$ cat src/rtl/uart_pkg.sv
// Shared types and helpers for the oversampling UART receiver.
package uart_pkg;

  typedef enum logic [1:0] {
    PAR_NONE = 2'd0,
    PAR_ODD  = 2'd1,
    PAR_EVEN = 2'd2
  } parity_e;

  typedef enum logic [2:0] {
    RX_IDLE   = 3'd0,
    RX_START  = 3'd1,
    RX_DATA   = 3'd2,
    RX_PARITY = 3'd3,
    RX_STOP   = 3'd4
  } rx_state_e;

  localparam int OVERSAMPLE = 32'sd16;

  // Rounded clocks-per-oversample-tick, never below one.
  function automatic int baud_div(input int clk_hz, input int baud);
    int div;
    div = (clk_hz + (OVERSAMPLE * baud) / 32'sd2) / (OVERSAMPLE * baud);
    if (div < 32'sd1) begin
      div = 32'sd1;
    end else begin
      div = div;
    end
    return div;
  endfunction

  // Expected parity bit for data (unused upper bits must be zero).
  function automatic logic parity_of(input logic [7:0] data, input parity_e mode);
    logic p;
    case (mode)
      PAR_ODD:  p = ~(^data);
      PAR_EVEN: p = ^data;
      default:  p = 1'b0;
    endcase
    return p;
  endfunction

endpackage

$ cat src/rtl/sync_fifo.sv
// Single-clock FIFO with registered head data, occupancy and overflow detect.
module sync_fifo #(
  parameter int WIDTH = 8,
  parameter int DEPTH = 16
) (
  input  logic                     clk,
  input  logic                     reset_n,
  input  logic                     push,
  input  logic [WIDTH-1:0]         push_data,
  input  logic                     pop,
  output logic [WIDTH-1:0]         head_data,
  output logic                     not_empty,
  output logic [$clog2(DEPTH):0]   level,
  output logic                     overflow_evt
);

  localparam int PTR_W = $clog2(DEPTH);
  localparam int LVL_W = PTR_W + 1;
  localparam logic [LVL_W-1:0] FULL_LVL = LVL_W'(DEPTH);
  localparam logic [LVL_W-1:0] ZERO_LVL = {LVL_W{1'b0}};

  logic [WIDTH-1:0] mem_r [DEPTH];
  logic [PTR_W-1:0] wr_ptr_r;
  logic [PTR_W-1:0] rd_ptr_r;
  logic [LVL_W-1:0] count_r;
  logic [WIDTH-1:0] head_r;
  logic             not_empty_r;

  logic             pop_ok_s;
  logic             push_ok_s;
  logic [LVL_W-1:0] after_pop_s;
  logic [LVL_W-1:0] count_next_s;
  logic [PTR_W-1:0] rd_ptr_next_s;
  logic [WIDTH-1:0] head_next_s;

  // A push into a full FIFO only succeeds when a pop frees a slot that cycle.
  always_comb begin
    pop_ok_s      = pop && (count_r != ZERO_LVL);
    push_ok_s     = push && ((count_r != FULL_LVL) || pop_ok_s);
    overflow_evt  = push && (count_r == FULL_LVL) && !pop_ok_s;
    after_pop_s   = count_r - LVL_W'(pop_ok_s);
    count_next_s  = after_pop_s + LVL_W'(push_ok_s);
    rd_ptr_next_s = pop_ok_s ? (rd_ptr_r + {{(PTR_W-1){1'b0}}, 1'b1}) : rd_ptr_r;
    if (count_next_s == ZERO_LVL) begin
      head_next_s = head_r;
    end else if (after_pop_s == ZERO_LVL) begin
      head_next_s = push_data;
    end else begin
      head_next_s = mem_r[rd_ptr_next_s];
    end
  end

  // Storage, pointers and the registered head/occupancy view.
  always_ff @(posedge clk or negedge reset_n) begin
    if (!reset_n) begin
      for (int i = 0; i < DEPTH; i++) begin
        mem_r[i] <= {WIDTH{1'b0}};
      end
      wr_ptr_r    <= {PTR_W{1'b0}};
      rd_ptr_r    <= {PTR_W{1'b0}};
      count_r     <= ZERO_LVL;
      head_r      <= {WIDTH{1'b0}};
      not_empty_r <= 1'b0;
    end else begin
      if (push_ok_s) begin
        mem_r[wr_ptr_r] <= push_data;
        wr_ptr_r        <= wr_ptr_r + {{(PTR_W-1){1'b0}}, 1'b1};
      end
      rd_ptr_r    <= rd_ptr_next_s;
      count_r     <= count_next_s;
      head_r      <= head_next_s;
      not_empty_r <= (count_next_s != ZERO_LVL);
    end
  end

  assign head_data = head_r;
  assign not_empty = not_empty_r;
  assign level     = count_r;

endmodule

$ cat src/rtl/uart_rx_fifo.sv
// 16x oversampling UART receiver (configurable frame format) feeding a
// receive FIFO, with sticky framing/parity/overflow flags.
module uart_rx_fifo #(
  parameter int CLK_FREQ_HZ = 50_000_000,
  parameter int BAUD        = 115200,
  parameter int DATA_BITS   = 8,
  parameter int PARITY      = 0,
  parameter int STOP_BITS   = 1,
  parameter int FIFO_DEPTH  = 16
) (
  input  logic                          clk,
  input  logic                          reset_n,
  input  logic                          rx,
  output logic [DATA_BITS-1:0]          rd_data,
  output logic                          rd_valid,
  input  logic                          rd_ready,
  output logic [$clog2(FIFO_DEPTH):0]   level,
  output logic                          frame_err,
  output logic                          parity_err,
  output logic                          overflow,
  input  logic                          err_clr
);
  import uart_pkg::*;

  localparam int DIV   = baud_div(CLK_FREQ_HZ, BAUD);
  localparam int CNT_W = (DIV > 1) ? $clog2(DIV) : 1;
  localparam logic [CNT_W-1:0] DIV_LAST  = CNT_W'(DIV - 1);
  localparam logic [3:0]       LAST_DATA = 4'(DATA_BITS - 1);
  localparam logic [3:0]       LAST_STOP = 4'(STOP_BITS - 1);
  localparam parity_e          PAR_MODE  = parity_e'(2'(PARITY));
  localparam logic [3:0]       PH_S0  = 4'd7;
  localparam logic [3:0]       PH_S1  = 4'd8;
  localparam logic [3:0]       PH_MID = 4'd9;
  localparam logic [3:0]       PH_END = 4'd15;

  rx_state_e            state_r;
  rx_state_e            state_next_s;
  logic [1:0]           sync_r;
  logic                 rx_prev_r;
  logic [CNT_W-1:0]     tick_cnt_r;
  logic [3:0]           phase_r;
  logic [1:0]           smp_r;
  logic [3:0]           bit_cnt_r;
  logic [DATA_BITS-1:0] shift_r;
  logic                 stop_bad_r;
  logic                 push_r;
  logic [DATA_BITS-1:0] push_data_r;
  logic                 frame_err_r;
  logic                 parity_err_r;
  logic                 overflow_r;

  logic rx_s, rx_fall_s, start_edge_s, tick_s, mid_s, bit_end_s, bit_s;
  logic shift_en_s, par_chk_s, stop_smp_s, last_stop_s;
  logic parity_set_s, frame_set_s, push_s, ovf_evt_s;

  // Two-flop synchronizer plus a history flop for falling-edge detection.
  always_ff @(posedge clk or negedge reset_n) begin
    if (!reset_n) begin
      sync_r    <= 2'b11;
      rx_prev_r <= 1'b1;
    end else begin
      sync_r    <= {sync_r[0], rx};
      rx_prev_r <= sync_r[1];
    end
  end

  assign rx_s         = sync_r[1];
  assign rx_fall_s    = rx_prev_r & ~rx_s;
  assign start_edge_s = (state_r == RX_IDLE) && rx_fall_s;
  assign tick_s       = (tick_cnt_r == DIV_LAST);

  // Oversample tick divider, realigned to the detected start edge.
  always_ff @(posedge clk or negedge reset_n) begin
    if (!reset_n) begin
      tick_cnt_r <= {CNT_W{1'b0}};
    end else if (start_edge_s || tick_s) begin
      tick_cnt_r <= {CNT_W{1'b0}};
    end else begin
      tick_cnt_r <= tick_cnt_r + {{(CNT_W-1){1'b0}}, 1'b1};
    end
  end

  // Tick position within the bit and the first two of the three mid-bit samples.
  always_ff @(posedge clk or negedge reset_n) begin
    if (!reset_n) begin
      phase_r <= 4'd0;
      smp_r   <= 2'b00;
    end else if (start_edge_s) begin
      phase_r <= 4'd0;
      smp_r   <= 2'b00;
    end else if (tick_s) begin
      phase_r <= phase_r + 4'd1;
      if (phase_r == PH_S0) begin
        smp_r[0] <= rx_s;
      end else if (phase_r == PH_S1) begin
        smp_r[1] <= rx_s;
      end
    end
  end

  assign mid_s     = tick_s && (phase_r == PH_MID);
  assign bit_end_s = tick_s && (phase_r == PH_END);
  // Third sample is the live synchronized line at the mid tick.
  assign bit_s     = (smp_r[0] & smp_r[1]) | (smp_r[0] & rx_s) | (smp_r[1] & rx_s);

  // FSM state register.
  always_ff @(posedge clk or negedge reset_n) begin
    if (!reset_n) begin
      state_r <= RX_IDLE;
    end else begin
      state_r <= state_next_s;
    end
  end

  // FSM next state; the final stop bit hands back to IDLE at its mid sample.
  always_comb begin
    state_next_s = state_r;
    case (state_r)
      RX_IDLE: begin
        if (rx_fall_s) state_next_s = RX_START;
        else           state_next_s = RX_IDLE;
      end
      RX_START: begin
        if (mid_s && bit_s)  state_next_s = RX_IDLE;
        else if (bit_end_s)  state_next_s = RX_DATA;
        else                 state_next_s = RX_START;
      end
      RX_DATA: begin
        if (bit_end_s && (bit_cnt_r == LAST_DATA))
          state_next_s = (PAR_MODE != PAR_NONE) ? RX_PARITY : RX_STOP;
        else
          state_next_s = RX_DATA;
      end
      RX_PARITY: begin
        if (bit_end_s) state_next_s = RX_STOP;
        else           state_next_s = RX_PARITY;
      end
      RX_STOP: begin
        if (mid_s && (bit_cnt_r == LAST_STOP)) state_next_s = RX_IDLE;
        else                                   state_next_s = RX_STOP;
      end
      default: state_next_s = RX_IDLE;
    endcase
  end

  // FSM outputs: per-state sample strobes.
  always_comb begin
    shift_en_s  = 1'b0;
    par_chk_s   = 1'b0;
    stop_smp_s  = 1'b0;
    last_stop_s = 1'b0;
    case (state_r)
      RX_DATA:   shift_en_s = mid_s;
      RX_PARITY: par_chk_s  = mid_s;
      RX_STOP: begin
        stop_smp_s  = mid_s;
        last_stop_s = mid_s && (bit_cnt_r == LAST_STOP);
      end
      default: shift_en_s = 1'b0;
    endcase
  end

  assign parity_set_s = par_chk_s && (bit_s != parity_of(8'(shift_r), PAR_MODE));
  assign frame_set_s  = stop_smp_s && !bit_s;
  assign push_s       = last_stop_s && bit_s && !stop_bad_r;

  // Bit counter, LSB-first shifter and per-frame bad-stop memory.
  always_ff @(posedge clk or negedge reset_n) begin
    if (!reset_n) begin
      bit_cnt_r  <= 4'd0;
      shift_r    <= {DATA_BITS{1'b0}};
      stop_bad_r <= 1'b0;
    end else begin
      if (state_r != state_next_s) begin
        bit_cnt_r <= 4'd0;
      end else if (bit_end_s) begin
        bit_cnt_r <= bit_cnt_r + 4'd1;
      end
      if (shift_en_s) begin
        shift_r <= {bit_s, shift_r[DATA_BITS-1:1]};
      end
      if (state_r == RX_START) begin
        stop_bad_r <= 1'b0;
      end else if (frame_set_s) begin
        stop_bad_r <= 1'b1;
      end
    end
  end

  // Push strobe lands one cycle after the final stop sample.
  always_ff @(posedge clk or negedge reset_n) begin
    if (!reset_n) begin
      push_r      <= 1'b0;
      push_data_r <= {DATA_BITS{1'b0}};
    end else begin
      push_r <= push_s;
      if (push_s) begin
        push_data_r <= shift_r;
      end
    end
  end

  // Sticky error flags; a clear outranks a same-cycle set.
  always_ff @(posedge clk or negedge reset_n) begin
    if (!reset_n) begin
      frame_err_r  <= 1'b0;
      parity_err_r <= 1'b0;
      overflow_r   <= 1'b0;
    end else if (err_clr) begin
      frame_err_r  <= 1'b0;
      parity_err_r <= 1'b0;
      overflow_r   <= 1'b0;
    end else begin
      if (frame_set_s)  frame_err_r  <= 1'b1;
      if (parity_set_s) parity_err_r <= 1'b1;
      if (ovf_evt_s)    overflow_r   <= 1'b1;
    end
  end

  sync_fifo #(
    .WIDTH (DATA_BITS),
    .DEPTH (FIFO_DEPTH)
  ) u_fifo (
    .clk          (clk),
    .reset_n      (reset_n),
    .push         (push_r),
    .push_data    (push_data_r),
    .pop          (rd_ready),
    .head_data    (rd_data),
    .not_empty    (rd_valid),
    .level        (level),
    .overflow_evt (ovf_evt_s)
  );

  assign frame_err  = frame_err_r;
  assign parity_err = parity_err_r;
  assign overflow   = overflow_r;

endmodule

$ cat config.mk
export PLATFORM = sky130hd
export DESIGN_NAME = uart_rx_fifo
export DESIGN_NICKNAME = d
export VERILOG_FILES = /design/src/rtl/uart_pkg.sv /design/src/rtl/sync_fifo.sv /design/src/rtl/uart_rx_fifo.sv
export SDC_FILE = /design/constraint.sdc
export NUM_CORES = 1
export LEC_CHECK = 0
export CAP_MARGIN = 30
export CELL_PAD_IN_SITES_DETAIL_PLACEMENT = 0
export CELL_PAD_IN_SITES_GLOBAL_PLACEMENT = 1
export CORE_MARGIN = 5
export CORE_UTILIZATION = 40
export CTS_CLUSTER_SIZE = 8
export DETAILED_ROUTE_END_ITERATION = 12
export HOLD_SLACK_MARGIN = 0.12
export PLACE_DENSITY_LB_ADDON = 0.1
export SYNTH_ARGS = -nofsm -noshare
export SYNTH_HDL_FRONTEND = slang
export SYNTH_SLANG_ARGS = --single-unit
$ cat constraint.sdc
create_clock -name clk -period 10.9 [get_ports clk]
set_clock_uncertainty 0.1 [all_clocks]
set_input_delay 1.09 -clock clk [delete_from_list [all_inputs] [get_ports clk]]
set_output_delay 1.09 -clock clk [all_outputs]
set_load 0.01 [all_outputs]
==> reports/qor.csv <==
metric,value,unit
ys async rst share,1.000,
Min-Delay Endpoint,sync_r[1],
Max VDD drop,0.1581,mV
GRT Overall Usage,0.1966,
number of remaining DRC errors,0,
R2R Path End,u_fifo.head_data[4],
"Avg Cell Area, Syn",9.485,um2
port bufs,21,
Setup crit end kind,register,
Seq cells post-synth,192,
Placer Congestion,0.8369,
cts hold-fix bufs,0,
"Slew Viols, Final",0,
Cell Pwr Density,209.0,nW/um2
f_max,0.2382,GHz
fin crit share,0.3851,
I/O pins,22,
first-pass GRT wire length,44410,um
crit-path max FO,20,
"Distinct cells, synth",58,
Die X,170.3,um
vias in the first global route,7420,
net switching power,925.0,uW
Post-DRT Antenna Nets,0,
Worst-Margin Slew,975.6,ps
Clk pwr share,0.281,
Worst R2R Path Depth,8,
initial antenna violation count,0,
flop-to-flop setup slack,6880,ps
Finished Core Util,0.4488,
"Hold Vio Cnt, Final",0,
critical path class,in -> reg,
outcome,finished clean,
Main synth FF type,dfrtp_1,
postcts setup bufs,0,
grt ovf,0,
reg-to-reg startpoint,u_fifo.rd_ptr_r[0],
Yosys warnings,0,
CTS root buf,clkbuf_16,
share of cells above drive strength 1,0.1215,
worst-case clock buffer depth,2,
Die H,170.3,um
Clock transition at path regs,80,ps
TritonCTS clock tree,done,
Initial Util,0.4068,
hold crit path type,reg -> reg,
Comb power frac,0.359,
Reg power frac,0.360,
Post-synth EDFFs,0,
syn_nets,1104,
hold path startpoint,sync_r[0],
DR iter-0 viols,496,
Worst Hold Depth,0,
clk sinks,192,
largest net degree at the start of global routing,110,
element type at the critical path start,primary input,
routed wire length,27880,um
die area,28990,um2
Critical Path RT,11120,ps
drt first pass iters,5,
HPWL after detailed placement,17730,um
Setup TNS Final,0,ps
sequential share of the synthesized area,0.4681,
clock latency on the worst-skew pair,440,ps
RSZ-0062 raised after global routing,no,
switching share of power,0.3904,
vias,7800,
Pleak,4.794,nW
average wire per standard cell,19.80,um
Clock H-tree levels,4,
FP Rows,58,
max cap viols,0,
total CTS buffers,17,
post_cts resized,0,
minimum clock period,4198,ps
Post-Synthesis Cells,1083,
final setup violating endpoints,0,
headroom to the max-slew limit,0.3496,
Fillers,2498,
cell internal pwr,1.444,mW
layout net count,1086,
P&R area growth vs syn,10.34,%
diode count,0,
core area,25250,um2
post-DR vias/cell,5.540,
crit path DAT,4420,ps
Post-Synthesis Cell Area,10270,um2
[kinds of logic (layout without fill, tap and decap cells)]
| group | after synthesis | count (layout) | synth area share |
|---|---|---|---|
| compound gates | 310 | 310 | 0.1776 |
| xor+xnor | 22 | 22 | 0.01876 |
| fa+ha+maj | 16 | 16 | 0.01949 |
| buf+inv | 99 | 94 | 0.04202 |
| flops | 192 | 192 | 0.4681 |
| mux | 145 | 145 | 0.1492 |
| simple gates | 299 | 299 | 0.1248 |
[how the worst max path moves through the flow]
stage,start,end,slack [ps]
CTS,rd_ready,u_fifo.head_data[2],6710
finish,rd_ready,u_fifo.head_data[2],6700
global route,rd_ready,u_fifo.head_data[2],6460
global placement,rd_ready,u_fifo.head_data[5],6260
floorplan,rd_ready,u_fifo.head_data[7],6970
detailed placement,rd_ready,u_fifo.head_data[2],6260
[layout by cell type, fill, tap and decap left out, types with 9 or more instances in the layout]
cell type and count:
nand2_1 215, dfrtp_1 188, o21ai_0 156, mux2i_1 80, mux2_2 65, a21oi_1 45, nor2_1 43, o22ai_1 33
inv_1 28, clkdlybuf4s50_1 20, a211oi_1 17, clkbuf_16 17, a221oi_1 16, ha_1 16, xnor2_1 14, o21ai_1 10
buf_4 10, nand3_1 9, nand4_1 9
[layout make-up]
class / instances / area (um2) / share of cell area
sequential: 192 / 4812 / 0.4246
tap: 330 / 412.9 / 0.03643
inverter: 29 / 108.9 / 0.009604
multi-input combinational: 792 / 5040 / 0.4446
clock buffer: 18 / 429.2 / 0.03786
timing repair buffer: 33 / 344.1 / 0.03036
clock inverter: 14 / 187.7 / 0.01656
[metrics by stage]
step | cells | area, um2 | hold WS, ps | total power [mW] | setup WS (ps)
after global routing | 1408 | 11330 | 263.0 | 2.499 | 6462
final | 1408 | 11330 | 260.5 | 2.369 | 6702
after detailed placement | 1375 | 10690 | 247.8 | 1.722 | 6259
after global placement | 1374 | 10660 | 248.2 | 1.712 | 6264
after floorplan | 1083 | 10270 | 245.2 | 1.423 | 6967
after CTS | 1407 | 11310 | 260.3 | 2.395 | 6711
[critical path, stage by stage]
cell and delay (ps):
clkdlybuf4s50_1 580, o21ai_1 150, buf_4 280, inv_1 90
ha_1 200, ha_1 300, inv_1 70, ha_1 330
or4_4 550, o22ai_4 410, a21oi_1 80, a32o_1 280
[registers in the layout, indices dropped and copies added, names as in the netlist, 2 cells and up]
signal and count:
shift_r 8, push_data_r 8, bit_cnt_r 4, phase_r 4, smp_r 2, u_fifo.wr_ptr_r 4
u_fifo.level 5, state_r 3, u_fifo.head_data 8, u_fifo.rd_ptr_r 4, u_fifo.mem_r 128, tick_cnt_r 5
sync_r 2
[synth_stat cells (16+ instances only)]
cell type / number / share of area
ha_1: 16 / 0.019
inv_1: 28 / 0.010
a221oi_1: 16 / 0.014
mux2_2: 65 / 0.071
nand2_1: 215 / 0.079
a21oi_1: 46 / 0.022
o22ai_1: 33 / 0.020
o21ai_0: 156 / 0.076
mux2i_1: 80 / 0.078
clkbuf_1: 32 / 0.012
a211oi_1: 17 / 0.012
buf_2: 32 / 0.016
nor2_1: 43 / 0.016
dfrtp_1: 189 / 0.46
[layer usage]
metal  vias up  GRT usage  share of wire
li1       3817          -              -
met1      3816     0.2837           0.49
met2       142     0.3088           0.46
met3        25    0.03415          0.038
met4         0    0.04896          0.015
met5         -          0              0
[power by group through the flow]
stage	combinational, mW	clock, mW	sequential (mW)
2_1_floorplan	0.600	0	0.824
3_3_place_gp	0.847	0	0.865
3_5_place_dp	0.857	0	0.865
4_1_cts	0.857	0.686	0.851
5_1_grt	0.922	0.715	0.862
6_report	0.851	0.666	0.852
(Power assumes the default switching activity.)
